**config.mk**
```make
export PLATFORM = sky130hd
export DESIGN_NAME = clock_div_ctrl
export DESIGN_NICKNAME = d
export VERILOG_FILES = /design/src/rtl/clock_div_ctrl.sv
export SDC_FILE = /design/constraint.sdc
export NUM_CORES = 1
export LEC_CHECK = 0
export ABC_AREA = 1
export CORE_ASPECT_RATIO = 0.9
export CORE_MARGIN = 5
export CORE_UTILIZATION = 49
export DETAILED_ROUTE_END_ITERATION = 10
export GPL_TIMING_DRIVEN = 0
export HOLD_SLACK_MARGIN = 0.03
export PLACE_DENSITY = 0.69
export SLEW_MARGIN = 0
export SYNTH_ARGS = -nofsm -noshare
export SYNTH_HDL_FRONTEND = slang
export SYNTH_SLANG_ARGS = --single-unit
```
**constraint.sdc**
```tcl
create_clock -name clk -period 2.23 [get_ports clk]
set_input_delay 0.3345 -clock clk [delete_from_list [all_inputs] [get_ports clk]]
set_output_delay 0.3345 -clock clk [all_outputs]
set_load 0.005 [all_outputs]
```
**src/rtl/clock_div_ctrl.sv**
```systemverilog
// Programmable divided-clock generator: period/high time set through a
// valid/ready port, new settings take effect only at a period boundary.
//
// state  | meaning
// -------+-------------------------------------------------------------
// S_IDLE | stopped, clk_out low, counter held at zero
// S_HIGH | clk_out high, counting cycles 0 .. high-1 of the period
// S_LOW  | clk_out low, counting cycles high .. period-1 of the period
module clock_div_ctrl #(
  parameter int unsigned CNT_W      = 8,
  parameter int unsigned DEF_PERIOD = 10,
  parameter int unsigned DEF_HIGH   = 3
) (
  input  logic             clk,
  input  logic             rst,
  input  logic             enb,
  input  logic             cfg_valid,
  output logic             cfg_ready,
  input  logic [CNT_W-1:0] cfg_period,
  input  logic [CNT_W-1:0] cfg_high,
  output logic             cfg_err,
  output logic             clk_out,
  output logic             running
);

  typedef enum logic [1:0] {
    S_IDLE = 2'd0,
    S_HIGH = 2'd1,
    S_LOW  = 2'd2
  } state_t;

  localparam logic [CNT_W-1:0] ONE = CNT_W'(1);
  localparam logic [CNT_W-1:0] TWO = CNT_W'(2);

  state_t           r_state;
  logic [CNT_W-1:0] r_cnt;
  logic [CNT_W-1:0] r_period;
  logic [CNT_W-1:0] r_high;
  logic [CNT_W-1:0] r_pend_period;
  logic [CNT_W-1:0] r_pend_high;
  logic             r_pend_valid;
  logic             r_clk_out;
  logic             r_cfg_err;

  state_t           w_state_nxt;
  logic [CNT_W-1:0] w_cnt_nxt;
  logic             w_clk_nxt;
  logic [CNT_W-1:0] w_period_nxt;
  logic [CNT_W-1:0] w_high_nxt;
  logic [CNT_W-1:0] w_pend_period_nxt;
  logic [CNT_W-1:0] w_pend_high_nxt;
  logic             w_pend_valid_nxt;
  logic             w_cfg_err_nxt;

  logic w_xfer;
  logic w_legal;
  logic w_high_end;
  logic w_period_end;
  logic w_boundary;
  logic w_direct;

  assign w_xfer       = cfg_valid && !r_pend_valid;
  assign w_legal      = (cfg_period >= TWO) && (cfg_high != '0) && (cfg_high < cfg_period);
  assign w_high_end   = (r_cnt == r_high - ONE);
  assign w_period_end = (r_cnt == r_period - ONE);
  assign w_boundary   = ((r_state == S_IDLE) && enb) || ((r_state == S_LOW) && w_period_end);
  assign w_direct     = (r_state == S_IDLE) && !enb;

  always_comb begin
    w_state_nxt = r_state;
    w_cnt_nxt   = r_cnt;
    w_clk_nxt   = r_clk_out;
    case (r_state)
      S_IDLE: begin
        w_cnt_nxt = '0;
        w_clk_nxt = 1'b0;
        if (enb) begin
          w_state_nxt = S_HIGH;
          w_clk_nxt   = 1'b1;
        end
      end
      S_HIGH: begin
        w_cnt_nxt = r_cnt + ONE;
        if (w_high_end) begin
          w_state_nxt = S_LOW;
          w_clk_nxt   = 1'b0;
        end
      end
      S_LOW: begin
        if (w_period_end) begin
          w_cnt_nxt = '0;
          // enb is only looked at here, so a running period always completes
          if (enb) begin
            w_state_nxt = S_HIGH;
            w_clk_nxt   = 1'b1;
          end else begin
            w_state_nxt = S_IDLE;
            w_clk_nxt   = 1'b0;
          end
        end else begin
          w_cnt_nxt = r_cnt + ONE;
        end
      end
      default: begin
        w_state_nxt = S_IDLE;
        w_cnt_nxt   = '0;
        w_clk_nxt   = 1'b0;
      end
    endcase
  end

  // A boundary copy needs pend_valid=1 and a transfer needs it 0, so they never collide.
  always_comb begin
    w_period_nxt      = r_period;
    w_high_nxt        = r_high;
    w_pend_period_nxt = r_pend_period;
    w_pend_high_nxt   = r_pend_high;
    w_pend_valid_nxt  = r_pend_valid;
    w_cfg_err_nxt     = w_xfer && !w_legal;
    if (w_boundary && r_pend_valid) begin
      w_period_nxt     = r_pend_period;
      w_high_nxt       = r_pend_high;
      w_pend_valid_nxt = 1'b0;
    end
    if (w_xfer && w_legal) begin
      if (w_direct) begin
        w_period_nxt = cfg_period;
        w_high_nxt   = cfg_high;
      end else begin
        w_pend_period_nxt = cfg_period;
        w_pend_high_nxt   = cfg_high;
        w_pend_valid_nxt  = 1'b1;
      end
    end
  end

  always_ff @(posedge clk or negedge rst) begin
    if (!rst) begin
      r_state       <= S_IDLE;
      r_cnt         <= '0;
      r_period      <= CNT_W'(DEF_PERIOD);
      r_high        <= CNT_W'(DEF_HIGH);
      r_pend_period <= '0;
      r_pend_high   <= '0;
      r_pend_valid  <= 1'b0;
      r_clk_out     <= 1'b0;
      r_cfg_err     <= 1'b0;
    end else begin
      r_state       <= w_state_nxt;
      r_cnt         <= w_cnt_nxt;
      r_period      <= w_period_nxt;
      r_high        <= w_high_nxt;
      r_pend_period <= w_pend_period_nxt;
      r_pend_high   <= w_pend_high_nxt;
      r_pend_valid  <= w_pend_valid_nxt;
      r_clk_out     <= w_clk_nxt;
      r_cfg_err     <= w_cfg_err_nxt;
    end
  end

  assign cfg_ready = !r_pend_valid;
  assign cfg_err   = r_cfg_err;
  assign clk_out   = r_clk_out;
  assign running   = (r_state != S_IDLE);

endmodule

```
* Word level (Yosys, flattened, before mapping)
Cells that the tools add are included.
Word-level totals: bits in registers 45, input bits 20, output and inout bits 4, word-level logic and storage cells 61
Operators by class: add/subtract/negate cells 3, order comparisons 2, equal/unequal tests 7, mux-type cells 20, bitwise logic cells 1, reductions and logical operators 19
Operator list (count):
- $mux W8 | 7
- $eq A8 B8 Y1 | 2
- $pmux W8 S2 | 1
- $sub A8 B1 Y8 const B | 2
- $logic_and A1 B1 Y1 | 9
- $add A8 B1 Y8 const B | 1
- $ge A8 B2 Y1 const B | 1
- $lt A8 B8 Y1 | 1
- $reduce_bool A8 Y1 | 1
- $mux W1 | 7
- $mux W2 | 3
- $ne A2 B2 Y1 const B | 3
- $pmux W2 S3 | 1
- $reduce_and A2 Y1 | 2
- $logic_not A1 Y1 | 3
- $pmux W1 S3 | 1
- $reduce_and A3 Y1 | 1
- $eq A2 B1 Y1 const B | 1
- $eq A2 B2 Y1 const B | 1
- $logic_not A2 Y1 | 1
- $reduce_bool A2 Y1 | 1
- $logic_or A1 B1 Y1 | 1
- $not A1 Y1 | 1

* Longest topological paths before layout
Gate-level depths: netlist of the first run.
depth in word-level cells 8, gate-level depth with buffers 16, mapped depth without buffers 15

* Worst setup path after synthesis of the first run
Ideal clock, no wire load.
path kind register to register, start point register r_period[1], end point register r_high[5], setup time 0.118 ns, arrival 1.868 ns, required time 2.112 ns, setup slack 0.245 ns, cell stages (with the launch flop) 16, path buffers 1, period minus slack after synthesis 1.985 ns, cell sequence dfstp_2 > inv_1 > ha_1 > nand2_1 > inv_1 > nor2_1 > nand2_1 > nor2_1 > nand3_1 > nor2_2 > nand3_2 > nand2_4 > buf_4 > nand3_1 > nand3_1 > nand2_1
On the way: longest elaborated chain between the ends 8
RTL lines:
- from (decl) | RTL line 37 | logic [CNT_W-1:0] r_period;
- from (signal assigned) | RTL line 141 | r_period <= CNT_W'(DEF_PERIOD);
- from (signal assigned) | RTL line 151 | r_period <= w_period_nxt;
- $sub A8 B1 Y8 (*) | RTL line 65 | assign w_period_end = (r_cnt == r_period - ONE);
- $eq A8 B8 Y1 (*) | RTL line 65
- $logic_and A1 B1 Y1 (*) | RTL line 66 | assign w_boundary = ((r_state == S_IDLE) && enb) || ((r_state == S_LOW) && w_period_end);
- $logic_or A1 B1 Y1 (*) | RTL line 66
- $logic_and A1 B1 Y1 (*) | RTL line 120 | if (w_boundary && r_pend_valid) begin
- $mux W8 (*) | RTL line 120
- $mux W8 | RTL line 126 | if (w_direct) begin
- $mux W8 (*) | RTL line 125 | if (w_xfer && w_legal) begin
- net w_high_nxt[5] | RTL line 49 | logic [CNT_W-1:0] w_high_nxt;
- to (signal assigned) | RTL line 142 | r_high <= CNT_W'(DEF_HIGH);
- to (signal assigned) | RTL line 152 | r_high <= w_high_nxt;
- to (decl) | RTL line 38 | logic [CNT_W-1:0] r_high;
The timed path passes the listed nets; every way through them passes the cells marked *. A chain may end at the register's enable or synchronous reset.

* Final worst setup path of the first run
start point input port cfg_period[1], end point register r_period[0]
On the way: longest elaborated chain between the ends 5, elaborated cells between the ends (all ways) 6, classes of those cells order compare: 2; mux: 1; reduce/logical: 3
RTL lines:
- from (decl) | RTL line 19 | input logic [CNT_W-1:0] cfg_period,
- $ge A8 B2 Y1 | RTL line 63 | assign w_legal = (cfg_period >= TWO) && (cfg_high != '0) && (cfg_high < cfg_period);
- $logic_and A1 B1 Y1 | RTL line 63
- $logic_and A1 B1 Y1 (*) | RTL line 63
- $logic_and A1 B1 Y1 (*) | RTL line 125
- $mux W8 (*) | RTL line 125
- net w_period_nxt[0] | RTL line 48 | logic [CNT_W-1:0] w_period_nxt;
Marked as above.

==> flow_summary.yaml, run 1 <==
status:
  status: "finished clean"
global_route:
  grt.overflow.total: 0
  grt_max_degree: 32
  grtUsageTotal_pct: 18.8
  first_global_vias: 2686
  antenna_found_initial: 0
  grt_pass1_wl_microns: 12000
yosys:
  synth_top_family_by_area: "simple AND/OR/NAND/NOR gates"
  synth-adder-area-share_pct: 6.02
  synth-compound-area-share_pct: 5.21
  synthFlopType: "dfrtp_1"
  yosys.area_share.simple_pct: 34.3
  netlist.area_leader.share_pct: 35.3
  synthCells: 411
  yosys-mux-area-fraction_pct: 0
  yosys.area_share.xor_xnor_pct: 5.12
  ys_warn_count: 0
  avgSynthCellArea_sq_um: 7.07
  synth_async_sr_flop_share_pct: 100
  ys_top_cells_by_area: "dfrtp_1 (35%), nand2_1 (17%), nand3_1 (8.3%)"
  synth-seq-cells: 45
  synth.distinct_cells: 30
  ys_seq_area_share_pct: 38.9
  synth_nets: 445
  synth_edf_count: 0
  yosysTopAreaCell: "dfrtp_1"
  syn-cell-area_sq_um: 2910
layout:
  drive_gt1_share_pct: 14.9
  fin_util_pct: 62.0
  syn2layout_area_growth_pct: 22.1
  nFillCells: 552
  n_antenna_cell: 0
  final_nets: 482
  design_area_sq_um: 3550
die:
  rows: 26
  die_area_sq_um: 7580
  die_h_microns: 83.1
  die_w_microns: 91.2
  start_util_pct: 50.8
  core_sq_um: 5730
  ios: 24
setup_path:
  cp-start-kind: "input pin"
  endpoint_kind: "register"
  crit_type: "input pin to register"
  r2r_end: "r_period[1]"
  worstPathArrival_ns: 2.42
  r2r_slack_ns: 0.05
  r2r_start: "r_period[1]"
  r2r_cells: 16
  cp.required_ns: 2.44
  crit_path_max_fanout: 10
sta:
  hold_ws_ns: 0.363
  finalWorstSetupSlack_ns: 0.0213
  finalHoldViolations: 0
  max_freq_mhz: 453
  slew_headroom_pct: 64.6
  fin_crit_sh_pct: 99.0
  rsz0062_at_grt: "true"
  report.final.slew_viol_count: 0
  fin_crit_ns: 2.21
  fin_skew_ns: 0.0112
  worstMarginPinSlew_ns: 0.530
  finalSetupViolations: 0
place:
  port_buffers: 23
  pre_cts_slack_ns: -0.405
  dpl-instance-area_sq_um: 3240
  dp_hpwl_microns: 5170
  gp_congestion: 0.845
detailed_routing:
  wl_per_cell_microns: 13.4
  vias: 2630
  drt_iter0_markers: 110
  ant_nets: 0
  drtPass1Iterations: 4
  drc: 0
  finalWirelength_microns: 6980
  via_per_inst: 5.07
power:
  finalPower_mw: 4.05
  ir_drop_v: 0.000562
  p_per_area_nw_per_um2: 1140
  power.leakage_nw: 1.81
clock_network:
  cts_tree: "built"
  insertion_delay_ns: 0.31
  cts.sinks: 45
  cts.path.max_buffers: 2
  cts_root_buffer: "clkbuf_8"
  cts.htree.levels: 2
  cts_buffers: 5
  path_clk_slew_ns: 0.10
hold_path:
  min_from: "cfg_period[3]"
  min_to: "r_period[3]"
  hold_path.class: "input pin to register"
  whs_path_depth: 3
job:
  cap_viol_max_count: 0
## sequential cells by signal (all words and copies together), names as in the netlist
register       count
clk_out            1
r_pend_valid       1
r_pend_period      8
r_pend_high        8
r_period           8
cfg_err            1
r_cnt              8
r_high             8
r_state            2
## critical path, cell delays in order
cell and delay (ns):
clkdlybuf4s50_1 0.58, inv_1 0.07, ha_1 0.29, a21oi_1 0.15
o21ai_1 0.09, a21oi_2 0.16, nand3_2 0.15, inv_1 0.10
nand2_2 0.12, buf_4 0.24, nand3_2 0.09, nand2_2 0.06
## synthesized netlist by cell type (2+ instances only)
cell type and n:
o21ai_0 18, nor3_1 5, inv_2 3, buf_4 2
xnor2_1 6, nand4_1 5, inv_1 59, nor2_2 4
nand2_1 133, a21oi_1 6, dfrtp_1 41, nor2_1 27
xor2_1 11, o21ai_1 2, nand3_1 48, dfstp_2 4
nand2_4 2, nor4_1 3, ha_1 14, nand2_2 2
buf_2 7
## area by class of cell
| class | instances | area (sq um) | share of cell area (%) |
|---|---|---|---|
| inverters | 62 | 234 | 6.59 |
| clock buffers | 5 | 68.8 | 1.94 |
| well taps | 70 | 87.6 | 2.47 |
| plain buffers | 11 | 82.6 | 2.33 |
| multi-input cells | 292 | 1590 | 44.8 |
| clock inverters | 3 | 28.8 | 0.810 |
| repair buffers | 31 | 327 | 9.20 |
| flip-flops and latches | 45 | 1130 | 31.9 |
## per-layer routing
metal  share of wire [%]  global-route usage, %  up-vias
li1                    -                      -     1357
met5                   0                      0        -
met4                0.57                   5.33        0
met1                  48                   25.2     1219
met2                  48                   30.9       49
met3                 3.8                   3.62        5
## timing repair
action	in CTS	in global routing
endpoints found under the hold margin	12	0
hold buffers	1	0
setup buffers	0	4
endpoints found under the setup margin	26	44
resized for setup	2	42
pin swaps	0	15
gates cloned	0	2
## power breakdown
part           total (mW)  internal, mW  switching [mW]
logic                2.07         0.839            1.23
clock network       0.571         0.237           0.334
registers            1.41          1.18           0.235
## worst max-delay path by stage
stage / cells after the start / slack [ns] / from / endpoint
global placement: 1 / -0.43 / rst / cfg_err
floorplan: 15 / 0.24 / r_period[1] / r_high[5]
CTS: 12 / -0.004 / cfg_period[5] / r_period[2]
global route: 16 / -0.12 / r_period[1] / r_period[1]
detailed placement: 13 / -0.41 / cfg_period[5] / r_period[2]
finish: 12 / 0.02 / cfg_period[1] / r_period[0]
## kinds of logic (layout without fill, tap and decap cells)
kind of cell / Yosys count / count (layout)
fa+ha+maj: 14 / 14
buf+inv: 74 / 112
compound gates: 29 / 29
flops: 45 / 45
xor+xnor: 17 / 17
simple gates: 232 / 232
## through the flow
step                      setup TNS (ns)  std cells
final                                  0        519
after global routing               -1.52        519
after CTS                       -0.00369        513
after detailed placement          -10.21        505
after global placement            -26.83        504
after floorplan                        0        411
## placed cells by master (no fill, tap or decap), types with 2 or more instances in the layout
| cell type | instances |
|---|---|
| buf_2 | 3 |
| nand2_2 | 9 |
| nand2_4 | 5 |
| o21ai_1 | 2 |
| nand4_1 | 5 |
| xnor2_1 | 6 |
| dlymetal6s2s_1 | 2 |
| inv_2 | 4 |
| inv_6 | 2 |
| dfrtp_1 | 41 |
| clkbuf_8 | 5 |
| nand2_1 | 122 |
| dfstp_2 | 4 |
| a21oi_1 | 5 |
| inv_1 | 57 |
| nand3_2 | 7 |
| o21ai_0 | 18 |
| ha_1 | 13 |
| nor3_1 | 4 |
| buf_4 | 8 |
| nor2_1 | 25 |
| nor2_2 | 5 |
| nor4_1 | 3 |
| nand3_1 | 42 |
| clkdlybuf4s50_1 | 20 |
| buf_6 | 2 |
| xor2_1 | 11 |
Power figures use the tool's default switching activity.
==> run 2, diff against run 1 <==
clock period = 2.29 ns   (was 2.23 ns; I/O delays follow)
==> flow_summary.yaml, run 2 (synthesized netlist as in run 1, its figures left out) <==
status:
  status: "finished clean"
sta:
  finalHoldViolations: 0
  worstMarginPinSlew_ns: 0.624
  fin_skew_ns: 0.00880
  finalSetupViolations: 0
  max_freq_mhz: 458
  hold_ws_ns: 0.378
  report.final.slew_viol_count: 0
  slew_headroom_pct: 58.2
  rsz0062_at_grt: "true"
  tns_ns: 0
  finalWorstSetupSlack_ns: 0.107
  fin_crit_sh_pct: 95.3
  fin_crit_ns: 2.18
global_route:
  grt_pass1_wl_microns: 12000
  busiest_layer: "met2"
  grt_max_degree: 32
  grtUsageTotal_pct: 18.8
  grt.overflow.total: 0
  grt.met2_usage_pct: 30.9
  groute.layer.met1.usage_pct: 25.2
  antenna_found_initial: 0
  first_global_vias: 2686
  grt_use_met3_pct: 3.62
die:
  die_area_sq_um: 7580
  start_util_pct: 50.8
  ios: 24
  core_sq_um: 5730
  die_h_microns: 83.1
  rows: 26
  die_w_microns: 91.2
setup_path:
  cp-start-kind: "input pin"
  startpoint: "cfg_period[5]"
  worstPathArrival_ns: 2.39
  crit_path_max_fanout: 10
  crit_type: "input pin to register"
  cp.required_ns: 2.50
  endpoint_kind: "register"
  r2r_start: "r_period[1]"
clock_network:
  insertion_delay_ns: 0.31
  cts.path.max_buffers: 2
  path_clk_slew_ns: 0.10
  cts_root_buffer: "clkbuf_8"
  cts_tree: "built"
  cts.htree.levels: 2
  cts_buffers: 5
  cts.sinks: 45
detailed_routing:
  vias: 2630
  drtPass1Iterations: 4
  finalWirelength_microns: 6840
  drt_iter0_markers: 107
  wl_per_cell_microns: 13.3
  drc: 0
  via_per_inst: 5.10
  ant_nets: 0
power:
  power.leakage_nw: 1.77
  p_per_area_nw_per_um2: 1100
  ir_drop_v: 0.000569
hold_path:
  min_from: "cfg_period[3]"
  hold_path.class: "input pin to register"
layout:
  final_cell_mix: "nand2_1 (133), inv_1 (58), nand3_1 (44), dfrtp_1 (41), nor2_1 (26)"
  n_antenna_cell: 0
  final_nets: 479
  fin_util_pct: 60.3
  final_common_cell: "nand2_1"
  instances_no_fill: 516
  syn2layout_area_growth_pct: 18.8
  drive_gt1_share_pct: 11.0
place:
  placed_cells: 505
  gp_congestion: 0.845
  port_buffers: 23
  pre_cts_slack_ns: -0.354
  dp_hpwl_microns: 5170
job:
  cap_viol_max_count: 0
run 2: cell count changes in the layout (fill, tap and decap cells not counted), sizes merged:
cell	change
dlymetal6s2s	-1
clkinv	-1
inv	+1
clkdlybuf4s50	+1
buf	-3
run 2: repair_timing:
| action | CTS | global route |
|---|---|---|
| hold buffers | 1 | 0 |
| hold endpoints to repair | 12 | 0 |
| pin swaps | 0 | 15 |
| gates cloned | 0 | 1 |
| gates resized for setup | 1 | 24 |
| setup endpoints to repair | 10 | 41 |
| setup buffers | 0 | 3 |
run 2: path summary, 6_finish.rpt:
path,endpoint,slack [ns],cells after the start
worst min register to register,clk_out,0.49,2
worst max register to register,r_period[2],0.15,15
min in group asynchronous,r_cnt[4],0.46,2
max in group asynchronous,r_period[3],1.28,3
worst max-delay path,r_period[0],0.11,12
worst min-delay path,r_period[3],0.38,3
run 2: critical path, cell delays in order:
cell             delay [ns]
clkdlybuf4s50_1        0.56
inv_1                  0.07
ha_1                   0.31
a21oi_1                0.15
o21ai_0                0.11
a21oi_2                0.15
nand3_2                0.15
inv_1                  0.13
nand2_4                0.11
buf_6                  0.19
nand3_1                0.08
nand2_1                0.05
run 2: routing by layer:
layer / wire (microns) / vias to the layer above
li1: - / 1356
met1: 3290 / 1221
met2: 3210 / 44
met4: 86 / 0
met5: 0 / -
met3: 258 / 9
run 2: area by class of cell:
cell class              instances  area [sq um]
plain buffers                  10          68.8
clock inverters                 3          28.8
flip-flops and latches         45          1130
repair buffers                 29           295
fillers                       557          2270
multi-input cells             292          1540
inverters                      62           238
well taps                      70          87.6
clock buffers                   5          68.8
run 2: metrics by stage:
stage          power, mW  instance area, sq um
6_report            3.80                  3450
5_1_grt             4.20                  3450
4_1_cts             3.68                  3350
3_5_place_dp        3.11                  3240
3_3_place_gp        3.04                  3230
2_1_floorplan       2.64                  2910
run 2: where the power goes:
part	total, mW	switching (mW)	internal (mW)
Sequential	1.37	0.227	1.15
Clock	0.554	0.323	0.231
Combinational	1.88	1.13	0.742
Total	3.80	1.68	2.12
